===== src/rtl/prog_loader_pkg.sv =====
// Shared definitions for the program loader: FSM state encoding and
// default values for the record framing.
package prog_loader_pkg;

    // Record parser states, in frame field order:
    // SYNC, ADDR_HI, ADDR_LO, LEN, DATA x LEN, CHK
    typedef enum logic [2:0] {
        ST_IDLE = 3'd0,
        ST_AHI  = 3'd1,
        ST_ALO  = 3'd2,
        ST_LEN  = 3'd3,
        ST_DATA = 3'd4,
        ST_CHK  = 3'd5,
        ST_DONE = 3'd6
    } state_t;

    localparam logic [7:0] SYNC_BYTE_DEF   = 8'hA5;
    localparam int         ADDR_W_DEF      = 12;
    localparam int         TIMEOUT_CYC_DEF = 100000;

    // Checksum accumulation: plain 8-bit add, wrapping mod 256.
    function automatic logic [7:0] sum8(input logic [7:0] a, input logic [7:0] b);
        return a + b;
    endfunction

endpackage


===== src/rtl/prog_loader_if.sv =====
// Byte-source and instruction-RAM write bus of the program loader.
//
// Handshake: a byte transfers on a rising clk edge where rx_valid && rx_ready;
// the source holds rx_data stable while rx_valid is high and not yet accepted.
// The write side has no handshake: mem_we is a one-cycle strobe qualifying
// mem_addr / mem_wdata in the same cycle.
interface prog_loader_if #(
    parameter int ADDR_W = 12
) ();
    logic [7:0]        rx_data;
    logic              rx_valid;
    logic              rx_ready;
    logic [ADDR_W-1:0] mem_addr;
    logic [7:0]        mem_wdata;
    logic              mem_we;

    // Loader side
    modport slave (
        input  rx_data, rx_valid,
        output rx_ready, mem_addr, mem_wdata, mem_we
    );

    // Byte source / RAM side
    modport master (
        output rx_data, rx_valid,
        input  rx_ready, mem_addr, mem_wdata, mem_we
    );
endinterface


===== src/rtl/prog_loader_timeout_ctr.sv =====
// Inter-byte idle counter. Counts enabled cycles since the last clear and
// flags expiry in the cycle the count would reach LIMIT; a clear in that
// same cycle (an accepted byte) suppresses the expiry.
module prog_loader_timeout_ctr #(
    parameter int LIMIT = 100000
) (
    input  logic clk,
    input  logic reset,
    input  logic clr,
    input  logic en,
    output logic expire
);
    localparam int CW = $clog2(LIMIT + 1);

    logic [CW-1:0] cnt;

    assign expire = en && !clr && (cnt == CW'(LIMIT - 1));

    // Idle cycle count; restarts on clear and after each expiry
    always_ff @(posedge clk) begin
        if (reset || clr || expire) begin
            cnt <= '0;
        end else if (en) begin
            cnt <= cnt + CW'(1);
        end
    end
endmodule


===== src/rtl/prog_loader.sv =====
// Byte-stream program loader: parses framed records from the UART byte
// stream, writes payload bytes into instruction RAM and holds the CPU in
// reset until a valid end record (LEN=0) arrives.
module prog_loader
    import prog_loader_pkg::*;
#(
    parameter int         ADDR_W      = ADDR_W_DEF,
    parameter int         DATA_W      = 8,
    parameter logic [7:0] SYNC_BYTE   = SYNC_BYTE_DEF,
    parameter int         TIMEOUT_CYC = TIMEOUT_CYC_DEF
) (
    input  logic          clk,
    input  logic          reset,
    prog_loader_if.slave  bus,
    output logic          cpu_hold,
    output logic          load_done,
    output logic          load_err,
    output state_t        dbg_state
);
    state_t              state_q;
    logic [DATA_W-1:0]   sum_q;
    logic [DATA_W-1:0]   left_q;
    logic                len_zero_q;
    logic [ADDR_W-1:0]   cur_addr_q;
    logic [ADDR_W-1:0]   mem_addr_q;
    logic [DATA_W-1:0]   mem_wdata_q;
    logic                mem_we_q;

    logic                accept;
    logic                running;
    logic                tmo_expire;
    logic [DATA_W-1:0]   sum_nx;

    // Writes are single-cycle, so the loader never needs to stall the source
    assign bus.rx_ready = 1'b1;
    assign accept       = bus.rx_valid;
    assign running      = (state_q == ST_AHI) || (state_q == ST_ALO) || (state_q == ST_LEN)
                       || (state_q == ST_DATA) || (state_q == ST_CHK);
    assign sum_nx       = sum8(sum_q, bus.rx_data);

    assign bus.mem_addr  = mem_addr_q;
    assign bus.mem_wdata = mem_wdata_q;
    assign bus.mem_we    = mem_we_q;
    assign dbg_state     = state_q;

    prog_loader_timeout_ctr #(
        .LIMIT (TIMEOUT_CYC)
    ) u_timeout (
        .clk    (clk),
        .reset  (reset),
        .clr    (accept || !running),
        .en     (running),
        .expire (tmo_expire)
    );

    // Record parser FSM with running checksum, address and registered outputs
    always_ff @(posedge clk) begin
        if (reset) begin
            state_q     <= ST_IDLE;
            sum_q       <= '0;
            left_q      <= '0;
            len_zero_q  <= 1'b0;
            cur_addr_q  <= '0;
            mem_addr_q  <= '0;
            mem_wdata_q <= '0;
            mem_we_q    <= 1'b0;
            cpu_hold    <= 1'b1;
            load_done   <= 1'b0;
            load_err    <= 1'b0;
        end else begin
            mem_we_q <= 1'b0;
            if (tmo_expire) begin
                // Source went quiet mid-record: drop it and resync
                load_err <= 1'b1;
                state_q  <= ST_IDLE;
            end else if (accept) begin
                case (state_q)
                    ST_IDLE: begin
                        if (bus.rx_data == SYNC_BYTE) begin
                            load_err <= 1'b0;
                            sum_q    <= '0;
                            state_q  <= ST_AHI;
                        end
                    end
                    ST_AHI: begin
                        // Upper bits beyond the address width are ignored
                        sum_q                   <= sum_nx;
                        cur_addr_q[ADDR_W-1:8]  <= bus.rx_data[ADDR_W-9:0];
                        state_q                 <= ST_ALO;
                    end
                    ST_ALO: begin
                        sum_q            <= sum_nx;
                        cur_addr_q[7:0]  <= bus.rx_data;
                        state_q          <= ST_LEN;
                    end
                    ST_LEN: begin
                        sum_q      <= sum_nx;
                        left_q     <= bus.rx_data;
                        len_zero_q <= (bus.rx_data == '0);
                        state_q    <= (bus.rx_data == '0) ? ST_CHK : ST_DATA;
                    end
                    ST_DATA: begin
                        sum_q       <= sum_nx;
                        mem_we_q    <= 1'b1;
                        mem_wdata_q <= bus.rx_data;
                        mem_addr_q  <= cur_addr_q;
                        cur_addr_q  <= cur_addr_q + ADDR_W'(1);
                        left_q      <= left_q - DATA_W'(1);
                        if (left_q == DATA_W'(1)) begin
                            state_q <= ST_CHK;
                        end
                    end
                    ST_CHK: begin
                        if (sum_nx == '0) begin
                            if (len_zero_q) begin
                                cpu_hold  <= 1'b0;
                                load_done <= 1'b1;
                                state_q   <= ST_DONE;
                            end else begin
                                state_q <= ST_IDLE;
                            end
                        end else begin
                            // Bytes already written stay written
                            load_err <= 1'b1;
                            state_q  <= ST_IDLE;
                        end
                    end
                    ST_DONE: begin
                        // Program loaded: drain and ignore everything
                    end
                    default: begin
                        state_q <= ST_IDLE;
                    end
                endcase
            end
        end
    end
endmodule


===== src/flat_wrapper.sv =====
// flat-port wrapper written by rule: the top's interface ports become plain ports
module prog_loader_flat import prog_loader_pkg::*;
#(
    parameter int         ADDR_W      = ADDR_W_DEF,
    parameter int         DATA_W      = 8,
    parameter logic [7:0] SYNC_BYTE   = SYNC_BYTE_DEF,
    parameter int         TIMEOUT_CYC = TIMEOUT_CYC_DEF
)
  (clk, reset, cpu_hold, load_done, load_err, dbg_state, bus_rx_data, bus_rx_valid, bus_rx_ready, bus_mem_addr, bus_mem_wdata, bus_mem_we);
  prog_loader_if #(.ADDR_W(ADDR_W)) bus_i ();
  input  logic clk;
  input  logic reset;
  output logic cpu_hold;
  output logic load_done;
  output logic load_err;
  output state_t dbg_state;
  input wire logic [$bits(bus_i.rx_data)-1:0] bus_rx_data;
  input wire logic [$bits(bus_i.rx_valid)-1:0] bus_rx_valid;
  output wire logic [$bits(bus_i.rx_ready)-1:0] bus_rx_ready;
  output wire logic [$bits(bus_i.mem_addr)-1:0] bus_mem_addr;
  output wire logic [$bits(bus_i.mem_wdata)-1:0] bus_mem_wdata;
  output wire logic [$bits(bus_i.mem_we)-1:0] bus_mem_we;
  assign bus_i.rx_data = bus_rx_data;
  assign bus_i.rx_valid = bus_rx_valid;
  assign bus_rx_ready = bus_i.rx_ready;
  assign bus_mem_addr = bus_i.mem_addr;
  assign bus_mem_wdata = bus_i.mem_wdata;
  assign bus_mem_we = bus_i.mem_we;
  prog_loader #(.ADDR_W(ADDR_W), .DATA_W(DATA_W), .SYNC_BYTE(SYNC_BYTE), .TIMEOUT_CYC(TIMEOUT_CYC)) u_core (.clk(clk), .reset(reset), .bus(bus_i), .cpu_hold(cpu_hold), .load_done(load_done), .load_err(load_err), .dbg_state(dbg_state));
endmodule

===== config.mk =====
export PLATFORM = sky130hd
export DESIGN_NAME = prog_loader_flat
export DESIGN_NICKNAME = d
export VERILOG_FILES = /design/src/rtl/prog_loader_pkg.sv /design/src/rtl/prog_loader_if.sv /design/src/rtl/prog_loader_timeout_ctr.sv /design/src/rtl/prog_loader.sv /design/src/flat_wrapper.sv
export SDC_FILE = /design/constraint.sdc
export NUM_CORES = 1
export LEC_CHECK = 0
export CORE_ASPECT_RATIO = 0.9
export CORE_UTILIZATION = 50
export CTS_CLUSTER_DIAMETER = 80
export DETAILED_ROUTE_END_ITERATION = 12
export PLACE_DENSITY = 0.72
export SYNTH_ARGS = -nofsm -noshare
export SYNTH_HDL_FRONTEND = slang
export SYNTH_SLANG_ARGS = --single-unit

===== constraint.sdc =====
create_clock -name clk -period 3.5 [get_ports clk]
set_input_delay 0.525 -clock clk [delete_from_list [all_inputs] [get_ports clk]]
set_output_delay 0.525 -clock clk [all_outputs]
set_load 0.005 [all_outputs]

### Yosys cells after proc, flatten, opt, wreduce, memory -nomap -nowiden

Index checks and enable logic that the tools add are counted.

* register bits after elaboration: 73
* bits of input ports: 11
* output and inout bits: 28
* word-level logic and storage cells: 82

* $add $sub $neg: 4
* equal/unequal tests: 13
* mux-type cells: 17
* bitwise operators: 3
* reduce and logical (&&, ||, !) cells: 32

Operator list (number)
* $pmux 8 s2: 3
* $pmux 3 s7: 1
* $add 17x1->17 const B: 1
* $eq 17x17->1 const B: 1
* $logic_not 8->1: 2
* $reduce_and 3->1: 5
* $add 12x1->12 const B: 1
* $mux 3: 4
* $reduce_and 4->1: 3
* $reduce_bool 2->1: 5
* $eq 3x3->1 const B: 3
* $add 8x8->8: 1
* $eq 8x1->1 const B: 1
* $eq 8x8->1 const B: 1
* $mux 8: 1
* $pmux 4 s2: 1
* $sub 8x1->8 const B: 1
* $logic_or 1x1->1: 7
* $eq 3x2->1 const B: 2
* $mux 1: 6
* $reduce_and 5->1: 1
* $reduce_or 4->1: 1
* $eq 3x1->1 const B: 1
* $logic_not 3->1: 1
* other kinds (11): 15

### Logic depth before layout (Yosys ltp)

Gate-level depths: netlist of run 1.

* depth after elaboration: 12
* depth in mapped cells: 9
* gate-level depth less buffers: 8

### Cells and area by module

A second synthesis of run 1 with hierarchy kept.

* cells, all modules: 475
* area total of the unflattened synthesis: 3726.1 µm²

Modules (own cells, without submodules)
* prog_loader: instances 1, cells each 383, area an instance 2907.8 µm², seq. area each 1121.1 µm²
* prog_loader_timeout_ctr: instances 1, cells each 92, area an instance 818.3 µm², seq. area each 340.3 µm²

### Least setup slack after synthesis of run 1

No wires, ideal clock.

* kind: input to register
* from: input port bus_rx_data[0]
* to: register u_core.cpu_hold
* library setup time: 0.114 ns
* data arrival time: 2.323 ns
* required time: 3.386 ns
* slack: 1.062 ns
* cell stages on the path: 8
* buffers on the path: 0
* cell sequence: ha_1 -> fa_1 -> a211o_1 -> o21ai_0 -> xnor2_1 -> nor4b_1 -> nand4_1 -> a21o_1

* cells in the longest elaborated chain, start to end: 3

RTL lines
* start: declaration: RTL line flat_wrapper.sv:17 `input wire logic [$bits(bus_i.rx_data)-1:0] bus_rx_data;`
* $add 8x8->8: RTL line prog_loader_pkg.sv:23 `return a + b;`
* $logic_not 8->1: RTL line prog_loader.sv:114 `if (sum_nx == '0) begin`
* $reduce_and 5->1 (no line)
* end signal: assignment: RTL line prog_loader.sv:67 `cpu_hold <= 1'b1;`
* end signal: assignment: RTL line prog_loader.sv:116 `cpu_hold <= 1'b0;`
* end: declaration: RTL line prog_loader.sv:15 `output logic cpu_hold,`

Every way passes these cells.
A chain may end at the register's enable or synchronous reset.

### Worst setup path after layout of run 1

Same ends and word-level chain as after synthesis.

==> results of run 1 <==
## Yosys cell counts, types with 3 or more instances
cell and n:
sky130_fd_sc_hd__a211oi_1 6, sky130_fd_sc_hd__a21o_1 4, sky130_fd_sc_hd__a21oi_1 44, sky130_fd_sc_hd__a22oi_1 12
sky130_fd_sc_hd__a311oi_1 5, sky130_fd_sc_hd__and2_1 5, sky130_fd_sc_hd__and3_1 9, sky130_fd_sc_hd__clkbuf_1 21
sky130_fd_sc_hd__dfxtp_1 73, sky130_fd_sc_hd__ha_1 11, sky130_fd_sc_hd__inv_1 6, sky130_fd_sc_hd__nand2_1 73
sky130_fd_sc_hd__nand3_1 18, sky130_fd_sc_hd__nand4_1 7, sky130_fd_sc_hd__nand4b_1 3, sky130_fd_sc_hd__nor2_1 52
sky130_fd_sc_hd__nor2_4 8, sky130_fd_sc_hd__nor2b_1 4, sky130_fd_sc_hd__nor3_1 8, sky130_fd_sc_hd__nor3b_1 7
sky130_fd_sc_hd__o21a_1 3, sky130_fd_sc_hd__o21ai_0 19, sky130_fd_sc_hd__o31ai_1 3, sky130_fd_sc_hd__or4_1 3
sky130_fd_sc_hd__xnor2_1 8, sky130_fd_sc_hd__xor2_1 14
## per-layer routing
layer,track usage [%],vias to the layer above,wire length [µm]
met2,38.97,79,4075
met4,8.392,0,159
met3,5.344,15,355
met1,33.03,1603,4213
li1,-,1700,-
met5,0,-,0
## through the flow
step | setup WS [ns] | area (µm²) | util, %
floorplan | 1.062 | 3747 | -
detailed placement | 0.2588 | 4151 | 58.08
global placement | 0.3584 | 4151 | 58.08
CTS | 0.6346 | 4394 | 61.47
global route | 0.3606 | 4394 | 61.47
finish | 0.5774 | 4394 | 61.47
## logic make-up after synthesis
kind of cell             synth area share, %
flip-flops                             39.00
AND/OR/NAND/NOR                        28.98
AO/OA/AOI/OAI                          18.56
XOR/XNOR                               5.142
buffers and inverters                  4.007
other                                 0.1001
adder cells (fa/ha/maj)                4.207
## final timing paths
kind         slack [ns]                     startpoint                       endpoint
max reg2reg        1.00   u_core.sum_q[0]$_SDFFE_PP0P_   u_core.cpu_hold$_SDFFE_PP1P_
min reg2reg        0.45  u_core.load_done$_SDFFE_PP0P_  u_core.load_done$_SDFFE_PP0P_
max                0.58                 bus_rx_data[0]   u_core.cpu_hold$_SDFFE_PP1P_
min                0.45  u_core.load_done$_SDFFE_PP0P_  u_core.load_done$_SDFFE_PP0P_
## worst min-delay path: cells and delay by family, from the launching register on
kind,cells,cell delay (ns)
AOI/OAI and AO/OA,1,0.05
buffers and inverters,1,0.05
DFF,1,0.31
## cell usage in the layout, fill, tap and decap left out, types with 4 or more instances in the layout
cell type / n
sky130_fd_sc_hd__clkdlybuf4s50_1: 36
sky130_fd_sc_hd__and3_1: 9
sky130_fd_sc_hd__a21o_1: 4
sky130_fd_sc_hd__xnor2_1: 8
sky130_fd_sc_hd__nor3_1: 8
sky130_fd_sc_hd__a311oi_1: 5
sky130_fd_sc_hd__inv_1: 6
sky130_fd_sc_hd__clkbuf_8: 9
sky130_fd_sc_hd__and2_1: 5
sky130_fd_sc_hd__nand2_1: 73
sky130_fd_sc_hd__nand3_1: 18
sky130_fd_sc_hd__nor3b_1: 6
sky130_fd_sc_hd__buf_4: 6
sky130_fd_sc_hd__a211oi_1: 6
sky130_fd_sc_hd__dfxtp_1: 73
sky130_fd_sc_hd__nor2_4: 8
sky130_fd_sc_hd__a22oi_1: 12
sky130_fd_sc_hd__nor2b_1: 4
sky130_fd_sc_hd__nand4_1: 7
sky130_fd_sc_hd__a21oi_1: 44
sky130_fd_sc_hd__xor2_1: 14
sky130_fd_sc_hd__ha_1: 11
sky130_fd_sc_hd__o21ai_0: 19
sky130_fd_sc_hd__nor2_1: 52
## report_power, final
part | internal [mW] | leakage (nW) | switching [mW]
clock | 0.477 | 0.117 | 0.321
sequential | 0.848 | 0.589 | 0.0275
combinational | 0.0870 | 0.789 | 0.132
total | 1.41 | 1.50 | 0.481
## flip-flops by register name (all words and copies together), names as in the netlist
register and count:
u_core.bus.mem_addr 12, u_core.bus.mem_wdata 8, u_core.bus.mem_we 1, u_core.cpu_hold 1
u_core.cur_addr_q 12, u_core.dbg_state 3, u_core.left_q 8, u_core.len_zero_q 1
u_core.load_done 1, u_core.load_err 1, u_core.sum_q 8, u_core.u_timeout.cnt 17
## final cells by class
| class | count | share of cell area (%) |
|---|---|---|
| Clock inverter | 6 | 2.620 |
| Timing Repair Buffer | 43 | 9.339 |
| Multi-Input combinational cell | 360 | 48.72 |
| Sequential cell | 73 | 33.26 |
| Tap cell | 93 | 2.648 |
| Clock buffer | 10 | 2.904 |
| Inverter | 6 | 0.5125 |
==> flow_summary.ini, run 1 <==
[power_and_ir_drop]
peakVddDrop_uv = 239.3
leakage_nw = 1.495
totalPowerFinal_mw = 1.894
cellPowerDensity_mw_per_mm2 = 431.0

[setup_path]
cp_num_buf_inv = 1
worst_path_dominant_cell_family = adder cells
timing.reg2reg.worst_path_depth = 8
crit_path_max_fanout = 6
timing.critical_path.to_type = register
critical_path.max_stage_delay_ns = 0.50
crit_arrival_ns = 3.17
start_kind = input pin
cp_cell_sequence = clkdlybuf4s50_1 > ha_1 > fa_1 > a211o_1 > o21ai_0 > xnor2_1 > nor4b_1 > nand4_1 > a21o_1
path_depth = 9
worst-endpoint-required_ns = 3.75
cp_slowest_cell = sky130_fd_sc_hd__clkdlybuf4s50_1
worst-setup-path-type = input pin to register

[synth]
post_synth_main_area_contributors = sky130_fd_sc_hd__dfxtp_1 39%, sky130_fd_sc_hd__nand2_1 7.3%, sky130_fd_sc_hd__a21oi_1 5.9%
postSynthRegisterBits = 73
yosys_warning_count = 0
synth_area_mm2 = 0.003747
synthesis.instances = 465
synth_edf_count = 0
ys.flop_type = sky130_fd_sc_hd__dfxtp_1
yosys.area.top_type_share_pct = 39.00
fraction_of_synthesis_flops_using_an_asynchronous_set_or_reset_pin_pct = 0
synth_largest_area_cell = sky130_fd_sc_hd__dfxtp_1
synth_cell_types = 56
syn_avg_cell_area_um2 = 8.059
seq_area_frac_synth_pct = 39.00
synth_nets = 488

[status]
outcome = completed

[timing]
achievable-frequency_mhz = 342.2
final.period_utilization_pct = 83.50
finalSetupViolCount = 0
timing_hold_violations_final = 0
maxSlewHeadroom_pct = 47.08
timing_max_transition_violations_final = 0
clock-skew-final_ns = 0.007008
timing.hold.ws_ns = 0.4547
rsz0062_at_grt = no
max_slew.worst_pin.slew_ns = 0.7921
setup_total_neg_slack_ns = 0
final.min_clock_period_ns = 2.923

[cts]
cts-resized-gates = 0
cts.clk_slew.worst_paths_ns = 0.08
cts_max_path_buffers = 2
clock-root-buffer = sky130_fd_sc_hd__clkbuf_8
worstSkewPairLatency_ns = 0.35
clock_sink_count = 73
cts_hold_buf = 0
ctsHtreeMaxLevel = 3
clock_tree_from_tritoncts = yes
post-cts-setup-buffers = 0
cts_inserted_buffers = 9

[grt]
antenna_found_initial = 0
first_global_vias = 3211
track_usage_pct = 24.54
globalRouteOverflowTotal = 0
grt_first_pass_wirelength_um = 15300
pin_count_of_the_biggest_net_entering_global_routing = 54

[route]
drt-vias-per-instance = 5.748
drt_wl_total_um = 8802
drc_viols = 0
final_antenna_net_count = 0
wl_per_cell_um = 14.89
vias = 3397
violation_count_after_the_first_detailed_route_iteration = 232
drt_first_pass_iters = 5

[floorplan]
die_area_mm2 = 0.007846
ioPinCount = 39
fp-row-count = 29
chipHeight_um = 84.13
initial_core_util_pct = 52.42
core-area_mm2 = 0.007148
floorplan.die.width_um = 93.26

[finish]
finish.net_count = 516
ff_latch_area_mm2 = 0.001461
area_growth_pct = 17.26
antenna_cells = 0
multi_input_comb_area_mm2 = 0.002141
final_layout_size_suffix_gt1_share_pct = 8.032
fin_cells = 591
fillerInstances = 664

[placement]
routabilityCongestion = 0.9345
port_buffers = 37
dp.final_hpwl_um = 6122
placed_cells_incl_taps = 575

[worst_hold_path]
worst_hold_path_type = register to register
min_delay_path_depth = 2

[run]
number_of_maximum_capacitance_constraint_violations = 0
Power figures use the tool's default switching activity.
==> run 2, diff against run 1 <==
clock period = 2.88 ns   (was 3.5 ns; I/O delays follow)
==> run 2 against run 1 <==
Critical path depth unchanged. Sequential share of layout area decreased by 0.64 points. Cell area increased by 2.0%. Global-route usage decreased by 0.25 points.
==> flow_summary.ini, run 2 (synthesis gave the netlist of run 1 again) <==
[timing]
final.min_clock_period_ns = 2.616
finalSetupViolCount = 0
layout_setup_ws_ns = 0.2639
max_slew.worst_pin.slew_ns = 0.6809
achievable-frequency_mhz = 382.3
clock-skew-final_ns = 0.009560
timing.hold.ws_ns = 0.4546
timing_max_transition_violations_final = 0
maxSlewHeadroom_pct = 54.50
final.period_utilization_pct = 90.84
timing_hold_violations_final = 0
rsz0062_at_grt = no

[power_and_ir_drop]
leakage_nw = 1.555
cellPowerDensity_mw_per_mm2 = 508.6
netSwitchingPower_mw = 0.6081
power.sequential.fraction_pct = 46.3
netSwitchingFraction_pct = 26.68
internal_pwr_total_mw = 1.671
clock_power_share_pct = 40.8
peakVddDrop_uv = 286.9
power.share.combinational_pct = 12.9

[setup_path]
cp_num_buf_inv = 1
worst-setup-path-type = input pin to register
crit_path_max_fanout = 3
worst_r2r_startpoint = u_core.sum_q[0]$_SDFFE_PP0P_
worst-endpoint-required_ns = 3.14
critical_path.reg2reg.endpoint = u_core.cpu_hold$_SDFFE_PP1P_
cp_cell_sequence = clkdlybuf4s50_1 > ha_1 > fa_1 > a211o_1 > o21ai_0 > xnor2_1 > nor4b_1 > nand4_1 > a21o_1
timing.reg2reg.worst_path_depth = 8
r2r_setup_slack_ns = 0.52
crit_arrival_ns = 2.88
start_kind = input pin
timing.critical_path.to_type = register
critical_path.max_stage_delay_ns = 0.46
worst_path_dominant_cell_family = adder cells
cp_slowest_cell = sky130_fd_sc_hd__clkdlybuf4s50_1
path_depth = 9

[worst_hold_path]
min_delay_path_depth = 2
hold_path_end = u_core.bus.mem_addr[1]$_SDFFE_PP0P_
worst_hold_path_type = register to register
hold_path.startpoint = u_core.bus.mem_addr[1]$_SDFFE_PP0P_

[cts]
clock_sink_count = 73
cts.clk_slew.worst_paths_ns = 0.08
cts_max_path_buffers = 2
cts_hold_buf = 0
clock-root-buffer = sky130_fd_sc_hd__clkbuf_8
cts-resized-gates = 0
cts_inserted_buffers = 9
post-cts-setup-buffers = 0
worstSkewPairLatency_ns = 0.36
clock_tree_from_tritoncts = yes
ctsHtreeMaxLevel = 3

[route]
drt_first_pass_iters = 5
drt-vias-per-instance = 5.730
final_antenna_net_count = 0
violation_count_after_the_first_detailed_route_iteration = 197
drt_wl_total_um = 8968
vias = 3455
drc_viols = 0
wl_per_cell_um = 14.87

[placement]
dp.final_hpwl_um = 6316
preCtsSetupSlack_ns = -0.08551
routabilityCongestion = 0.8387
port_buffers = 37

[run]
number_of_maximum_capacitance_constraint_violations = 0

[floorplan]
initial_core_util_pct = 52.42
ioPinCount = 39
core-area_mm2 = 0.007148
die_area_mm2 = 0.007846
floorplan.die.width_um = 93.26
chipHeight_um = 84.13
fp-row-count = 29

[grt]
antenna_found_initial = 0
pin_count_of_the_biggest_net_entering_global_routing = 35
grt_first_pass_wirelength_um = 15010
first_global_vias = 3139
globalRouteOverflowTotal = 0
track_usage_pct = 24.29

[status]
outcome = completed

[finish]
final_standard_cell_utilization_of_the_core_pct = 62.68
final_layout_size_suffix_gt1_share_pct = 10.20
layout_common_cells = 73 x sky130_fd_sc_hd__nand2_1, 73 x sky130_fd_sc_hd__dfxtp_1, 52 x sky130_fd_sc_hd__nor2_1
registers.top_by_ff_count = u_core.u_timeout.cnt
largest_reg_flops = 17
finish.net_count = 528
area_growth_pct = 19.57
antenna_cells = 0
==> run 2: cell count changes in the layout (fill, tap and decap cells not counted) <==
cell / delta
sky130_fd_sc_hd__buf_12: +1
sky130_fd_sc_hd__buf_4: +11
sky130_fd_sc_hd__bufinv_16: -1
sky130_fd_sc_hd__clkbuf_8: +1
sky130_fd_sc_hd__clkinv_4: -1
sky130_fd_sc_hd__inv_6: +1
==> run 2: power by group through the flow <==
stage / combinational (mW) / clock, mW / sequential (mW)
final: 0.295 / 0.929 / 1.05
after global routing: 0.325 / 0.990 / 1.06
after CTS: 0.293 / 0.937 / 1.05
after detailed placement: 0.291 / 0 / 1.08
after global placement: 0.286 / 0 / 1.08
after floorplan: 0.196 / 0 / 1.07
==> run 2: worst max-delay path by stage <==
stage,startpoint,endpoint,slack [ns]
floorplan,bus_rx_data[0],u_core.cpu_hold$_SDFFE_PP1P_,0.54
finish,bus_rx_data[0],u_core.cpu_hold$_SDFFE_PP1P_,0.26
detailed placement,bus_rx_data[0],u_core.cpu_hold$_SDFFE_PP1P_,-0.09
global placement,bus_rx_data[0],u_core.cpu_hold$_SDFFE_PP1P_,-0.05
CTS,bus_rx_data[0],u_core.cpu_hold$_SDFFE_PP1P_,0.26
global route,bus_rx_data[0],u_core.cpu_hold$_SDFFE_PP1P_,0.08
==> run 2: worst reg2reg max path, cell delays in order (launching register included) <==
cell	delay, ns
sky130_fd_sc_hd__dfxtp_1	0.32
sky130_fd_sc_hd__ha_1	0.21
sky130_fd_sc_hd__fa_1	0.40
sky130_fd_sc_hd__a211o_1	0.29
sky130_fd_sc_hd__o21ai_0	0.10
sky130_fd_sc_hd__xnor2_1	0.11
sky130_fd_sc_hd__nor4b_1	0.42
sky130_fd_sc_hd__nand4_1	0.21
sky130_fd_sc_hd__a21o_1	0.21
==> run 2: layout make-up <==
cell class,instances,area [µm²]
multi-input combinational,360,2141
clock buffer,11,141.4
tap,93,116.4
clock inverter,5,85.08
sequential,73,1461
timing repair buffer,55,513.0
inverter,6,22.52
fill,649,2668
==> run 2: through the flow <==
step / cell area [µm²] / setup TNS [ns] / power (mW) / instances
3_5_place_dp: 4254 / -0.1678 / 1.368 / 587
5_1_grt: 4481 / 0 / 2.373 / 603
4_1_cts: 4481 / 0 / 2.284 / 603
2_1_floorplan: 3747 / 0 / 1.267 / 465
6_report: 4481 / 0 / 2.279 / 603
3_3_place_gp: 4254 / -0.1039 / 1.363 / 587
==> run 2: per-layer routing <==
layer	global-route usage (%)	part of all wire (%)	vias up
li1	-	-	1726
met1	31.20	47	1610
met2	38.77	45	103
met3	7.065	5.4	16
met4	8.811	1.9	0
met5	0	0	-
==> run 3, diff against run 2 <==
ABC_AREA = 1   (was not set)
PLACE_DENSITY = 0.71   (was 0.72)
==> run 3 against run 2 <==
Routed wire length rose by 3.0%. Area after synthesis rose by 3.3%. Worst hold slack improved by 0.0036 ns. Setup slack improved by 0.29 ns. Critical path depth rose by 5. Utilization fell by 2.7 points. Largest power group unchanged.
==> flow_summary.ini, run 3 <==
[status]
outcome = completed

[route]
drt_first_pass_iters = 5
wl_per_cell_um = 13.31
drc_viols = 0
drt_wl_total_um = 9238
drt-vias-per-instance = 5.318
vias = 3691
final_antenna_net_count = 0
violation_count_after_the_first_detailed_route_iteration = 237

[grt]
first_global_vias = 3288
track_usage_pct = 24.71
globalRouteOverflowTotal = 0
grt_first_pass_wirelength_um = 15520
met2_usage_pct = 39.11
global_route.usage.met1_pct = 33.15
antenna_found_initial = 0
met3_track_demand_over_resource_pct = 6.989
pin_count_of_the_biggest_net_entering_global_routing = 39
global_route.peak_usage_layer = met2

[finish]
registers.top_by_ff_count = u_core.u_timeout.cnt
fillerInstances = 714
multi_input_comb_area_mm2 = 0.002059
largest_reg_flops = 17
final_layout_size_suffix_gt1_share_pct = 6.689
layout_common_cells = 121 x sky130_fd_sc_hd__nand2_1, 73 x sky130_fd_sc_hd__dfxtp_1, 66 x sky130_fd_sc_hd__nor2_1
finish.net_count = 616
fin_area_mm2 = 0.004499
ff_latch_area_mm2 = 0.001461
final_standard_cell_utilization_of_the_core_pct = 59.93
antenna_cells = 0
area_growth_pct = 16.23
layout.cells.most_common = sky130_fd_sc_hd__nand2_1

[cts]
clock_sink_count = 73
cts_inserted_buffers = 9
clock_tree_from_tritoncts = yes
ctsHtreeMaxLevel = 3
cts_hold_buf = 0
cts_max_path_buffers = 2
cts-resized-gates = 0
clock-root-buffer = sky130_fd_sc_hd__clkbuf_8
cts.clk_slew.worst_paths_ns = 0.08
worstSkewPairLatency_ns = 0.36
post-cts-setup-buffers = 0

[synth]
synth_edf_count = 0
synth_most_common_cell = sky130_fd_sc_hd__nand2_1
netlist_top_cells_count = 121 x sky130_fd_sc_hd__nand2_1, 73 x sky130_fd_sc_hd__dfxtp_1, 66 x sky130_fd_sc_hd__nor2_1
yosys_warning_count = 0
syn_avg_cell_area_um2 = 6.950
synthesis.instances = 557
fraction_of_synthesis_flops_using_an_asynchronous_set_or_reset_pin_pct = 0
synth_cell_types = 40
synth_simple_gate_area_share_pct = 29.77
postSynthRegisterBits = 73
yosys.area.top_type_share_pct = 37.75
synth_top_family_by_area = simple AND/OR/NAND/NOR gates
fraction_of_the_mapped_netlist_area_in_compound_gates_pct = 15.64
seq_area_frac_synth_pct = 37.75
synth_largest_area_cell = sky130_fd_sc_hd__dfxtp_1
post_synth_main_area_contributors = sky130_fd_sc_hd__dfxtp_1 38%, sky130_fd_sc_hd__nand2_1 12%, sky130_fd_sc_hd__nor2_1 6.4%
synth_area_mm2 = 0.003871
synth_nets = 580
synth_xor_xnor_area_share_pct = 3.620
ys.flop_type = sky130_fd_sc_hd__dfxtp_1
synth-adder-area-share_pct = 4.072
yosys-mux-area-fraction_pct = 0

[timing]
clock-skew-final_ns = 0.01156
final.period_utilization_pct = 80.88
setup_total_neg_slack_ns = 0
rsz0062_at_grt = no
achievable-frequency_mhz = 429.3
timing.hold.ws_ns = 0.4582
timing_max_transition_violations_final = 0
timing_hold_violations_final = 0
finalSetupViolCount = 0
final.min_clock_period_ns = 2.329

[floorplan]
initial_core_util_pct = 51.57
ioPinCount = 39
fp-row-count = 30
floorplan.die.width_um = 94.75
chipHeight_um = 85.48
core-area_mm2 = 0.007507
die_area_mm2 = 0.008099

[worst_hold_path]
worst_hold_path_type = register to register
hold_path.startpoint = u_core.cpu_hold$_SDFFE_PP1P_

[setup_path]
worst_r2r_startpoint = u_core.dbg_state[2]$_SDFFE_PP0P_
start_kind = input pin
launch_point_of_the_worst_path = bus_rx_data[0]
crit_arrival_ns = 2.62
worst-setup-path-type = input pin to register
worst-endpoint-required_ns = 3.17
crit_path_max_fanout = 4
timing.critical_path.to_type = register

[power_and_ir_drop]
peakVddDrop_uv = 251.8
cellPowerDensity_mw_per_mm2 = 428.1
leakage_nw = 1.872

[placement]
routabilityCongestion = 0.8207
port_buffers = 37
placed_area_mm2 = 0.004298
dp.final_hpwl_um = 6707

[run]
number_of_maximum_capacitance_constraint_violations = 0
[run 3: kinds of logic after synthesis]
kind of cell / Yosys count
flops: 73
compound gates: 112
simple gates: 261
other cells: 1
xor+xnor: 16
buf+inv: 82
fa+ha+maj: 12
[run 3: report_power, final]
part | total [mW] | leakage, nW | switching [mW] | internal (mW)
sequential | 1.01 | 0.588 | 0.000358 | 1.01
combinational | 0.0828 | 1.18 | 0.0530 | 0.0298
clock | 0.834 | 0.100 | 0.427 | 0.408
[run 3: final cells by class]
cell class                 instances  share of cell area [%]
inverter                          65                   5.534
timing repair buffer              42                   9.066
clock inverter                     7                   1.724
sequential                        73                   32.48
clock buffer                       9                   2.753
multi-input combinational        402                   45.77
tap                               96                   2.670
[run 3: final timing paths]
check | endpoint | slack (ns) | cells after the start
setup / recovery | u_core.dbg_state[2]$_SDFFE_PP0P_ | 0.55 | 14
hold / removal | u_core.cpu_hold$_SDFFE_PP1P_ | 0.46 | 2
setup reg to reg | u_core.bus.mem_addr[4]$_SDFFE_PP0P_ | 0.80 | 8
hold reg to reg | u_core.cpu_hold$_SDFFE_PP1P_ | 0.46 | 2
[run 3: critical path, stage by stage]
cell,delay (ns)
sky130_fd_sc_hd__clkdlybuf4s50_1,0.48
sky130_fd_sc_hd__ha_1,0.28
sky130_fd_sc_hd__fa_1,0.41
sky130_fd_sc_hd__nand2_1,0.08
sky130_fd_sc_hd__nand2_1,0.09
sky130_fd_sc_hd__nand2_1,0.07
sky130_fd_sc_hd__nand2_1,0.06
sky130_fd_sc_hd__nand2_1,0.06
sky130_fd_sc_hd__nand3_1,0.08
sky130_fd_sc_hd__nor2_1,0.18
sky130_fd_sc_hd__nand3_1,0.12
sky130_fd_sc_hd__nand2_1,0.09
sky130_fd_sc_hd__nand2_1,0.05
sky130_fd_sc_hd__a21oi_1,0.12
[run 3: per-stage QoR]
stage | worst slack, ns | power [mW] | std cells
finish | 0.5508 | 1.926 | 694
detailed placement | 0.2324 | 1.115 | 678
floorplan | 0.9421 | 1.074 | 557
global route | 0.3887 | 2.012 | 694
CTS | 0.5933 | 1.943 | 694
global placement | 0.3179 | 1.114 | 678
[run 3: layer usage]
layer	share of wire, %	wire [µm]	up-vias
li1	-	-	1898
met1	48	4467	1697
met2	46	4230	87
met3	4.8	443	9
met4	1.0	96	0
met5	0	0	-
